File: src/rtl/crt_pkg.sv
// Shared types and constants for the CRT resolution-mode sequencer.
package crt_pkg;

  // Width of the microsecond tick counter shared by all waiting states.
  localparam int CRT_US_CNT_W = 16;

  // Default settle and frame-boundary timeout, in 1 us ticks.
  localparam int CRT_SETTLE_US_DEF  = 64;
  localparam int CRT_TIMEOUT_US_DEF = 25000;

  // Sequencer states.
  typedef enum logic [2:0] {
    CRT_ST_IDLE    = 3'd0,
    CRT_ST_WAIT_VS = 3'd1,
    CRT_ST_SWITCH  = 3'd2,
    CRT_ST_SETTLE  = 3'd3,
    CRT_ST_UNBLANK = 3'd4
  } crt_mode_state_t;

  // States in which the microsecond counter advances on onemks.
  function automatic logic crt_state_timed(input crt_mode_state_t s);
    return (s == CRT_ST_WAIT_VS) || (s == CRT_ST_SETTLE) || (s == CRT_ST_UNBLANK);
  endfunction

  // States that may finish on a frame boundary pulse.
  function automatic logic crt_state_waits_vs(input crt_mode_state_t s);
    return (s == CRT_ST_WAIT_VS) || (s == CRT_ST_UNBLANK);
  endfunction

endpackage

File: src/rtl/crt_us_timer.sv
// Microsecond tick counter with a terminal flag after exactly n ticks.
module crt_us_timer
  import crt_pkg::*;
(
  input  logic                    clk,
  input  logic                    reset,
  input  logic                    clr,
  input  logic                    en,
  input  logic                    tick,
  input  logic [CRT_US_CNT_W-1:0] n,
  output logic                    expire,
  output logic [CRT_US_CNT_W-1:0] count
);

  localparam logic [CRT_US_CNT_W-1:0] CNT_ONE = 1;

  logic [CRT_US_CNT_W-1:0] count_q;
  logic [CRT_US_CNT_W-1:0] count_d;
  logic [CRT_US_CNT_W-1:0] n_last;

  // The n-th tick is the one seen while the count still reads n-1; a tick in
  // the clearing cycle still counts because clr takes effect at the edge.
  always_comb begin
    n_last  = n - CNT_ONE;
    expire  = en && tick && (count_q == n_last);
    count_d = count_q;
    if (clr) begin
      count_d = '0;
    end else if (en && tick) begin
      count_d = count_q + CNT_ONE;
    end
  end

  // Counter register.
  always_ff @(posedge clk) begin
    if (reset) begin
      count_q <= '0;
    end else begin
      count_q <= count_d;
    end
  end

  assign count = count_q;

endmodule

File: src/rtl/crt_mode_ctl.sv
// Sequencer that changes the pixel-clock divider mode only while video is
// blanked and the timing generator is held in reset, aligned to frame ends.
module crt_mode_ctl
  import crt_pkg::*;
#(
  parameter int   SETTLE_US     = CRT_SETTLE_US_DEF,
  parameter int   TIMEOUT_US    = CRT_TIMEOUT_US_DEF,
  parameter logic RESET_MED_RES = 1'b0
) (
  input  logic clk,
  input  logic reset,
  input  logic onemks,
  input  logic vsync_end,
  input  logic req_valid,
  input  logic req_med_res,
  output logic req_ready,
  output logic med_res,
  output logic blank,
  output logic tg_reset,
  output logic done,
  output logic timeout
);

  localparam logic [CRT_US_CNT_W-1:0] SETTLE_N  = CRT_US_CNT_W'(SETTLE_US);
  localparam logic [CRT_US_CNT_W-1:0] TIMEOUT_N = CRT_US_CNT_W'(TIMEOUT_US);

  crt_mode_state_t state_q;
  crt_mode_state_t state_d;

  logic target_q;
  logic target_d;

  logic req_ready_q, req_ready_d;
  logic med_res_q,   med_res_d;
  logic blank_q,     blank_d;
  logic tg_reset_q,  tg_reset_d;
  logic done_q,      done_d;
  logic timeout_q,   timeout_d;

  logic                    accept;
  logic                    timer_clr;
  logic                    timer_en;
  logic [CRT_US_CNT_W-1:0] timer_n;
  logic                    timer_expire;
  logic [CRT_US_CNT_W-1:0] timer_count;

  assign accept = req_valid && req_ready_q;

  // One counter serves every waiting state; it restarts on any state change
  // and uses the settle length only while settling.
  always_comb begin
    timer_clr = (state_d != state_q);
    timer_en  = crt_state_timed(state_q);
    timer_n   = (state_q == CRT_ST_SETTLE) ? SETTLE_N : TIMEOUT_N;
  end

  crt_us_timer u_timer (
    .clk    (clk),
    .reset  (reset),
    .clr    (timer_clr),
    .en     (timer_en),
    .tick   (onemks),
    .n      (timer_n),
    .expire (timer_expire),
    .count  (timer_count)
  );

  // State register.
  always_ff @(posedge clk) begin
    if (reset) begin
      state_q <= CRT_ST_IDLE;
    end else begin
      state_q <= state_d;
    end
  end

  // Next-state logic; a request for the mode already in force never leaves IDLE.
  always_comb begin
    state_d  = state_q;
    target_d = target_q;
    case (state_q)
      CRT_ST_IDLE: begin
        if (accept) begin
          target_d = req_med_res;
          if (req_med_res != med_res_q) begin
            state_d = CRT_ST_WAIT_VS;
          end
        end
      end
      CRT_ST_WAIT_VS: begin
        if (vsync_end || timer_expire) begin
          state_d = CRT_ST_SWITCH;
        end
      end
      CRT_ST_SWITCH: begin
        state_d = CRT_ST_SETTLE;
      end
      CRT_ST_SETTLE: begin
        if (timer_expire) begin
          state_d = CRT_ST_UNBLANK;
        end
      end
      CRT_ST_UNBLANK: begin
        if (vsync_end || timer_expire) begin
          state_d = CRT_ST_IDLE;
        end
      end
      default: begin
        state_d = CRT_ST_IDLE;
      end
    endcase
  end

  // Output decode from the upcoming state so every output is a flop. The mode
  // is written at the end of SWITCH, which is the same edge that raises
  // tg_reset on entry to SETTLE, so the divider never changes with the
  // timing generator running.
  always_comb begin
    req_ready_d = (state_q == CRT_ST_IDLE) && (state_d == CRT_ST_IDLE);
    blank_d     = (state_d != CRT_ST_IDLE);
    tg_reset_d  = (state_d == CRT_ST_SETTLE);
    med_res_d   = (state_q == CRT_ST_SWITCH) ? target_q : med_res_q;
    done_d      = ((state_q == CRT_ST_IDLE) && accept && (state_d == CRT_ST_IDLE)) ||
                  ((state_q == CRT_ST_UNBLANK) && (state_d == CRT_ST_IDLE));
    // A frame boundary in the same cycle as the last tick is not a timeout.
    timeout_d   = crt_state_waits_vs(state_q) && timer_expire && !vsync_end;
  end

  // Output registers; an in-flight request is simply dropped by reset.
  always_ff @(posedge clk) begin
    if (reset) begin
      req_ready_q <= 1'b1;
      med_res_q   <= RESET_MED_RES;
      blank_q     <= 1'b0;
      tg_reset_q  <= 1'b0;
      done_q      <= 1'b0;
      timeout_q   <= 1'b0;
    end else begin
      req_ready_q <= req_ready_d;
      med_res_q   <= med_res_d;
      blank_q     <= blank_d;
      tg_reset_q  <= tg_reset_d;
      done_q      <= done_d;
      timeout_q   <= timeout_d;
    end
  end

  // Requested mode, held from acceptance until it is applied in SWITCH.
  always_ff @(posedge clk) begin
    target_q <= target_d;
  end

  assign req_ready = req_ready_q;
  assign med_res   = med_res_q;
  assign blank     = blank_q;
  assign tg_reset  = tg_reset_q;
  assign done      = done_q;
  assign timeout   = timeout_q;

endmodule

File: config.mk
export PLATFORM = sky130hd
export DESIGN_NAME = crt_mode_ctl
export DESIGN_NICKNAME = d
export VERILOG_FILES = /design/src/rtl/crt_pkg.sv /design/src/rtl/crt_us_timer.sv /design/src/rtl/crt_mode_ctl.sv
export SDC_FILE = /design/constraint.sdc
export NUM_CORES = 1
export LEC_CHECK = 0
export CORE_ASPECT_RATIO = 1.25
export CORE_MARGIN = 4
export CORE_UTILIZATION = 29
export CTS_CLUSTER_DIAMETER = 80
export DETAILED_ROUTE_END_ITERATION = 6
export HOLD_SLACK_MARGIN = 0.08
export SLEW_MARGIN = 15
export SYNTH_ARGS = -nofsm -noshare
export SYNTH_HDL_FRONTEND = slang
export SYNTH_SLANG_ARGS = --single-unit
File: constraint.sdc
create_clock -name clk -period 6.3 [get_ports clk]
set_clock_uncertainty 0.15 [all_clocks]
set_input_delay 1.89 -clock clk [delete_from_list [all_inputs] [get_ports clk]]
set_output_delay 1.89 -clock clk [all_outputs]
set_load 0.03 [all_outputs]
-- Word-level counts from Yosys, hierarchy flattened
Cells that the tools add are included.
- bits in writable memories: 0
- logic and storage cells: 46
- output and inout port bits: 6
- ROM bits: 0
- latch bits: 0
- memories: 0
- register bits: 26
- bits of input ports: 6
- order comparisons: 0
- $add $sub $neg: 2
- multiply operators: 0
- bitwise logic cells: 0
- divide/modulo/power cells: 0
- eq/ne operators: 8
- shift-type cells: 0
- mux-type cells: 7
- reduce and logical (&&, ||, !) cells: 20
- operators by type and width (kind ; number):
    16-bit by 1-bit adder with 16-bit output (second input constant) ; 1
    16-bit equality test ; 1
    15-bit by 1-bit subtractor with 16-bit output (second input constant) ; 1
    15-bit two-way mux ; 1
    3-bit two-way mux ; 5
    3-bit case mux with 5 select lines ; 1
    3-bit by 2-bit equality test with 1-bit output (second input constant) ; 3
    1-bit logical AND ; 9
    3-bit zero test ; 2
    1-bit logical OR ; 5
    3-bit by 1-bit equality test with 1-bit output (second input constant) ; 1
    3-bit equality test (second input constant) ; 1
    3-bit != test ; 1
    3-bit nonzero test ; 1
    2-bit AND reduction ; 1
    2-bit OR reduction ; 1
    1-bit zero test ; 1
    1-bit != test ; 1

-- Logic depth before layout (Yosys ltp)
- word-level depth: 11
- mapped depth: 7
- mapped depth without buffers: 6

-- By module
A second synthesis with hierarchy kept.
- cells, all modules: 217
- area, all modules: 1793.0 µm²
- modules (own cells, without submodules) (module ; sequential area each (µm²) ; times used ; area each (µm²) ; cells each):
    crt_us_timer ; 320.3 ; 1 ; 1297.5 ; 163
    crt_mode_ctl ; 210.2 ; 1 ; 495.5 ; 54

-- Worst setup path before layout
OpenSTA, ideal clock, no wires.
- kind: in2reg
- start: input onemks
- end: register tg_reset_q (netlist: tg_reset)
- setup time: 0.070 ns
- stages: 5
- arrival: 3.021 ns
- slack: 3.060 ns
- path buffers: 0
- required time: 6.080 ns
- cell sequence: and3_1 o21ai_1 a211o_1 a2111o_1 a21oi_1
- cells in the longest elaborated chain, start to end: 6
- elaborated cells between the ends (all ways): 8
- classes of those cells: eq/ne: 1; mux: 4; reduce/logical: 3
- RTL lines (element ; line ; RTL):
    start: declaration ; crt_mode_ctl.sv:12 ; input logic onemks,
    1-bit logical AND (*) (2 in a row) ; crt_us_timer.sv:25 ; expire = en && tick && (count_q == n_last);
    1-bit logical OR ; crt_mode_ctl.sv:91, crt_mode_ctl.sv:104 ;
    3-bit two-way mux, on equally long branches ; crt_mode_ctl.sv:104, crt_mode_ctl.sv:91 ;
    3-bit case mux with 5 select lines (*) ; crt_mode_ctl.sv:81 ; case (state_q)
    3-bit by 2-bit equality test with 1-bit output (*) ; crt_mode_ctl.sv:121 ; tg_reset_d = (state_d == CRT_ST_SETTLE);
    end signal: assignment ; crt_mode_ctl.sv:142 ; tg_reset_q <= tg_reset_d;
    end: declaration ; crt_mode_ctl.sv:36 ; logic tg_reset_q, tg_reset_d;
Every way passes the cells marked *; elsewhere a longest branch is shown, timed or not.
A chain may end at the register's enable or synchronous reset.

-- Worst setup path after layout
- start: input onemks
- end: register u_timer.count_q[15] (netlist: u_timer.count[15])
- cells in the longest elaborated chain, start to end: 7
- elaborated cells between the ends (all ways): 9
- classes of those cells: eq/ne: 1; mux: 4; reduce/logical: 4
- RTL lines (element ; line ; RTL):
    1-bit logical AND (*) ; crt_us_timer.sv:25, crt_us_timer.sv:29 ;
    1-bit logical AND ; crt_us_timer.sv:25 ;
    1-bit logical OR ; crt_mode_ctl.sv:91, crt_mode_ctl.sv:104 ;
    3-bit two-way mux, on equally long branches ; crt_mode_ctl.sv:104, crt_mode_ctl.sv:91 ;
    3-bit case mux with 5 select lines ; crt_mode_ctl.sv:81 ;
    3-bit != test ; crt_mode_ctl.sv:52 ; timer_clr = (state_d != state_q);
    2-bit OR reduction (no source line) ; n/a ;
    end signal: assignment ; crt_us_timer.sv:39 ; count_q <= count_d;
    end: declaration ; crt_us_timer.sv:17 ; logic [CRT_US_CNT_W-1:0] count_q;
Marks and branches as above.

==> metrics.cfg <==
[finish]
seq_area_um2 = 531
multiInputGateArea_um2 = 639
nFillCells = 432
final_cell_mix = 25 x nor2_1, 25 x dfxtp_1, 14 x xnor2_1
n_antenna_cell = 0
area.growth.synth_to_final_pct = 16.5
nets = 160
drive_gt1_share_pct = 3.95

[synthesis]
synth_edf_count = 1
synth_xor_area_share_pct = 12.3
syn_area_mm2 = 0.00121
synthArstFlopShare_pct = 0
synth_cell_types = 41
ys_dominant_reg_cell = dfxtp_1
synth_compound_area_share_pct = 10.0
synth_fa_ha_area_share_pct = 1.03
ys_warn_count = 0
muxShareOfSynthArea_pct = 0.827
syn_avg_cell_area_um2 = 8.52
synth_seq_cells = 26
synth_top_family_by_area = simple AND/OR/NAND/NOR gates
synthCells = 142
synth_nets = 149
synth_simple_gate_area_share_pct = 28.6
ys_seq_area_share_pct = 43.8

[clocking]
clock_latency_ns = 0.26
cts_hold_buf = 0
clockBufferDepth = 2
htreeDepth = 1
cts_root_buffer = clkbuf_8
cts.repair.resized = 0
numCtsBuffers = 3
cts_setup_buffers = 0
clk_pin_slew_ns = 0.09
cts_tree = yes
clkSinkCount = 26

[global_route]
grt_pass1_wl_mm = 4.11
gr-total-overflow = 0
grt_max_degree = 16
antenna_found_initial = 0
grt_pass1_vias = 1000
gr-usage-all-layers_pct = 9.56

[worst_setup_path]
cp_num_buf_inv = 1
worst-r2r-cell-count = 5
crit_cells = 6
r2r_end = u_timer.count[15]$_SDFFE_PP0P_
cp_cell_sequence = clkdlybuf4s50_1 -> and3_1 -> o21ai_1 -> a211o_1 -> nand2_1 -> nor2_1
critical_path.top_delay_family = simple AND/OR/NAND/NOR gates
max_stage_delay_ns = 0.54
worstReg2RegStart = state_q[2]$_SDFF_PP0_
crit_type = in2reg
worstSetupStartpoint = onemks
ff2ff_setup_slack_ns = 3.72
crit_end = u_timer.count[15]$_SDFFE_PP0P_
start_kind = input pin
worstPathArrival_ns = 3.75
cp_slowest_cell = clkdlybuf4s50_1
critPathCaptureType = flip-flop
crit_required_ns = 6.29
worstPathMaxFanout = 15

[routing]
first_pass_iters = 4
vias = 993
first_iter_violations = 24
finalWirelength_mm = 2.37
drc_errors = 0
wl_per_cell_um = 11.4
postRouteAntennaNets = 0
viasPerCell = 4.77

[timing]
drv_slew = 0
finalSetupViolations = 0
holdWs_ns = 0.338
fmax_ghz = 0.266
timing.slew.headroom_pct = 58.6
hold_viol = 0
rsz0062_at_grt = no
final.setup.tns_ns = 0
post-route-period-util_pct = 59.7
fin_crit_ns = 3.76
worst_pin_slew_ns = 0.618

[die]
dieArea_mm2 = 0.00528
die_width_um = 65.8
initial_core_util_pct = 29.8
die_h_um = 80.2
core_area_mm2 = 0.00407
io_pins = 12
rows = 26

[pwr]
p_per_area_mw_per_mm2 = 216
p_leak_nw = 0.456
ir_worst_vdd_mv = 0.0899
finalPower_uw = 305

[hold_path]
min_path_type = reg2reg

[placed_design]
port_buffers = 11
place_congestion = 0.854
post-dp-hpwl_mm = 1.83

[status]
status = finished clean

[job]
cap_violations = 0

## sequential cells by signal, summed over array words and instances, names as in the netlist
register	count
blank	1
done	1
med_res	1
req_ready	1
state_q	3
target_q	1
tg_reset	1
timeout	1
u_timer.count	16
## how the worst min path moves through the flow
stage | start | end | slack [ns] | cells after the start
floorplan | u_timer.count[1]$_SDFFE_PP0P_ | u_timer.count[1]$_SDFFE_PP0P_ | 0.30 | 2
global placement | u_timer.count[1]$_SDFFE_PP0P_ | u_timer.count[1]$_SDFFE_PP0P_ | 0.31 | 2
detailed placement | u_timer.count[1]$_SDFFE_PP0P_ | u_timer.count[1]$_SDFFE_PP0P_ | 0.32 | 2
CTS | u_timer.count[1]$_SDFFE_PP0P_ | u_timer.count[1]$_SDFFE_PP0P_ | 0.34 | 2
global route | u_timer.count[1]$_SDFFE_PP0P_ | u_timer.count[1]$_SDFFE_PP0P_ | 0.36 | 2
finish | u_timer.count[1]$_SDFFE_PP0P_ | u_timer.count[1]$_SDFFE_PP0P_ | 0.34 | 2
## per-layer routing
metal	part of all wire [%]	GRT usage, %
met1	43	10.6
met2	54	18.5
met3	2.6	1.82
met4	0	1.87
met5	0	0
## cell type report
type	count	area share, %
Clock buffer	4	3.19
Inverter	4	1.06
Multi-Input combinational cell	107	45.3
Sequential cell	26	37.6
Tap cell	56	4.97
Timing Repair Buffer	11	7.81
## per-stage QoR
step / utilization (%) / cells / setup WS [ns] / area (um^2)
final: 34.7 / 208 / 2.54 / 1410
after global routing: 34.7 / 208 / 2.34 / 1410
after CTS: 34.7 / 208 / 2.51 / 1410
after detailed placement: 33.6 / 204 / 2.23 / 1370
after global placement: 33.6 / 204 / 2.34 / 1370
after floorplan: - / 142 / 3.06 / 1210
## kinds of logic after synthesis
logic type | Yosys count
AO/OA/AOI/OAI | 18
flip-flops | 26
adder cells (fa/ha/maj) | 1
multiplexers | 1
buffers and inverters | 9
XOR/XNOR | 17
AND/OR/NAND/NOR | 70
## synth_stat cells (2+ instances only)
cell type  count  share of area [%]
and3_1         2                1.0
nor2b_1        2                1.0
buf_2          2               0.83
nor4_1         3                1.6
xnor2_1       14                 10
nand2_1       13                4.0
nor3_1         5                2.1
inv_1          4                1.2
nand4_1        2                1.0
o21ai_0        2               0.83
nand3_1        6                2.5
or2_2          2                1.0
nor2_1        25                7.8
or3_1          2                1.0
xor2_1         3                2.2
dfxtp_1       25                 41
nor4b_1        2                1.4
a21oi_1        5                2.1
## worst min-delay path, cell delays in order (launching register included)
cell and delay, ns:
dfxtp_1 0.33, nand2_1 0.06, a21oi_1 0.06
## power breakdown
part	switching, mW	leakage (nW)	internal [mW]	total, mW
clock network	0.0484	0.0228	0.0451	0.0935
registers	0.00468	0.212	0.170	0.175
logic	0.0215	0.221	0.0153	0.0369
total	0.0746	0.456	0.231	0.305
No activity file was read; power rests on OpenSTA's default activity.
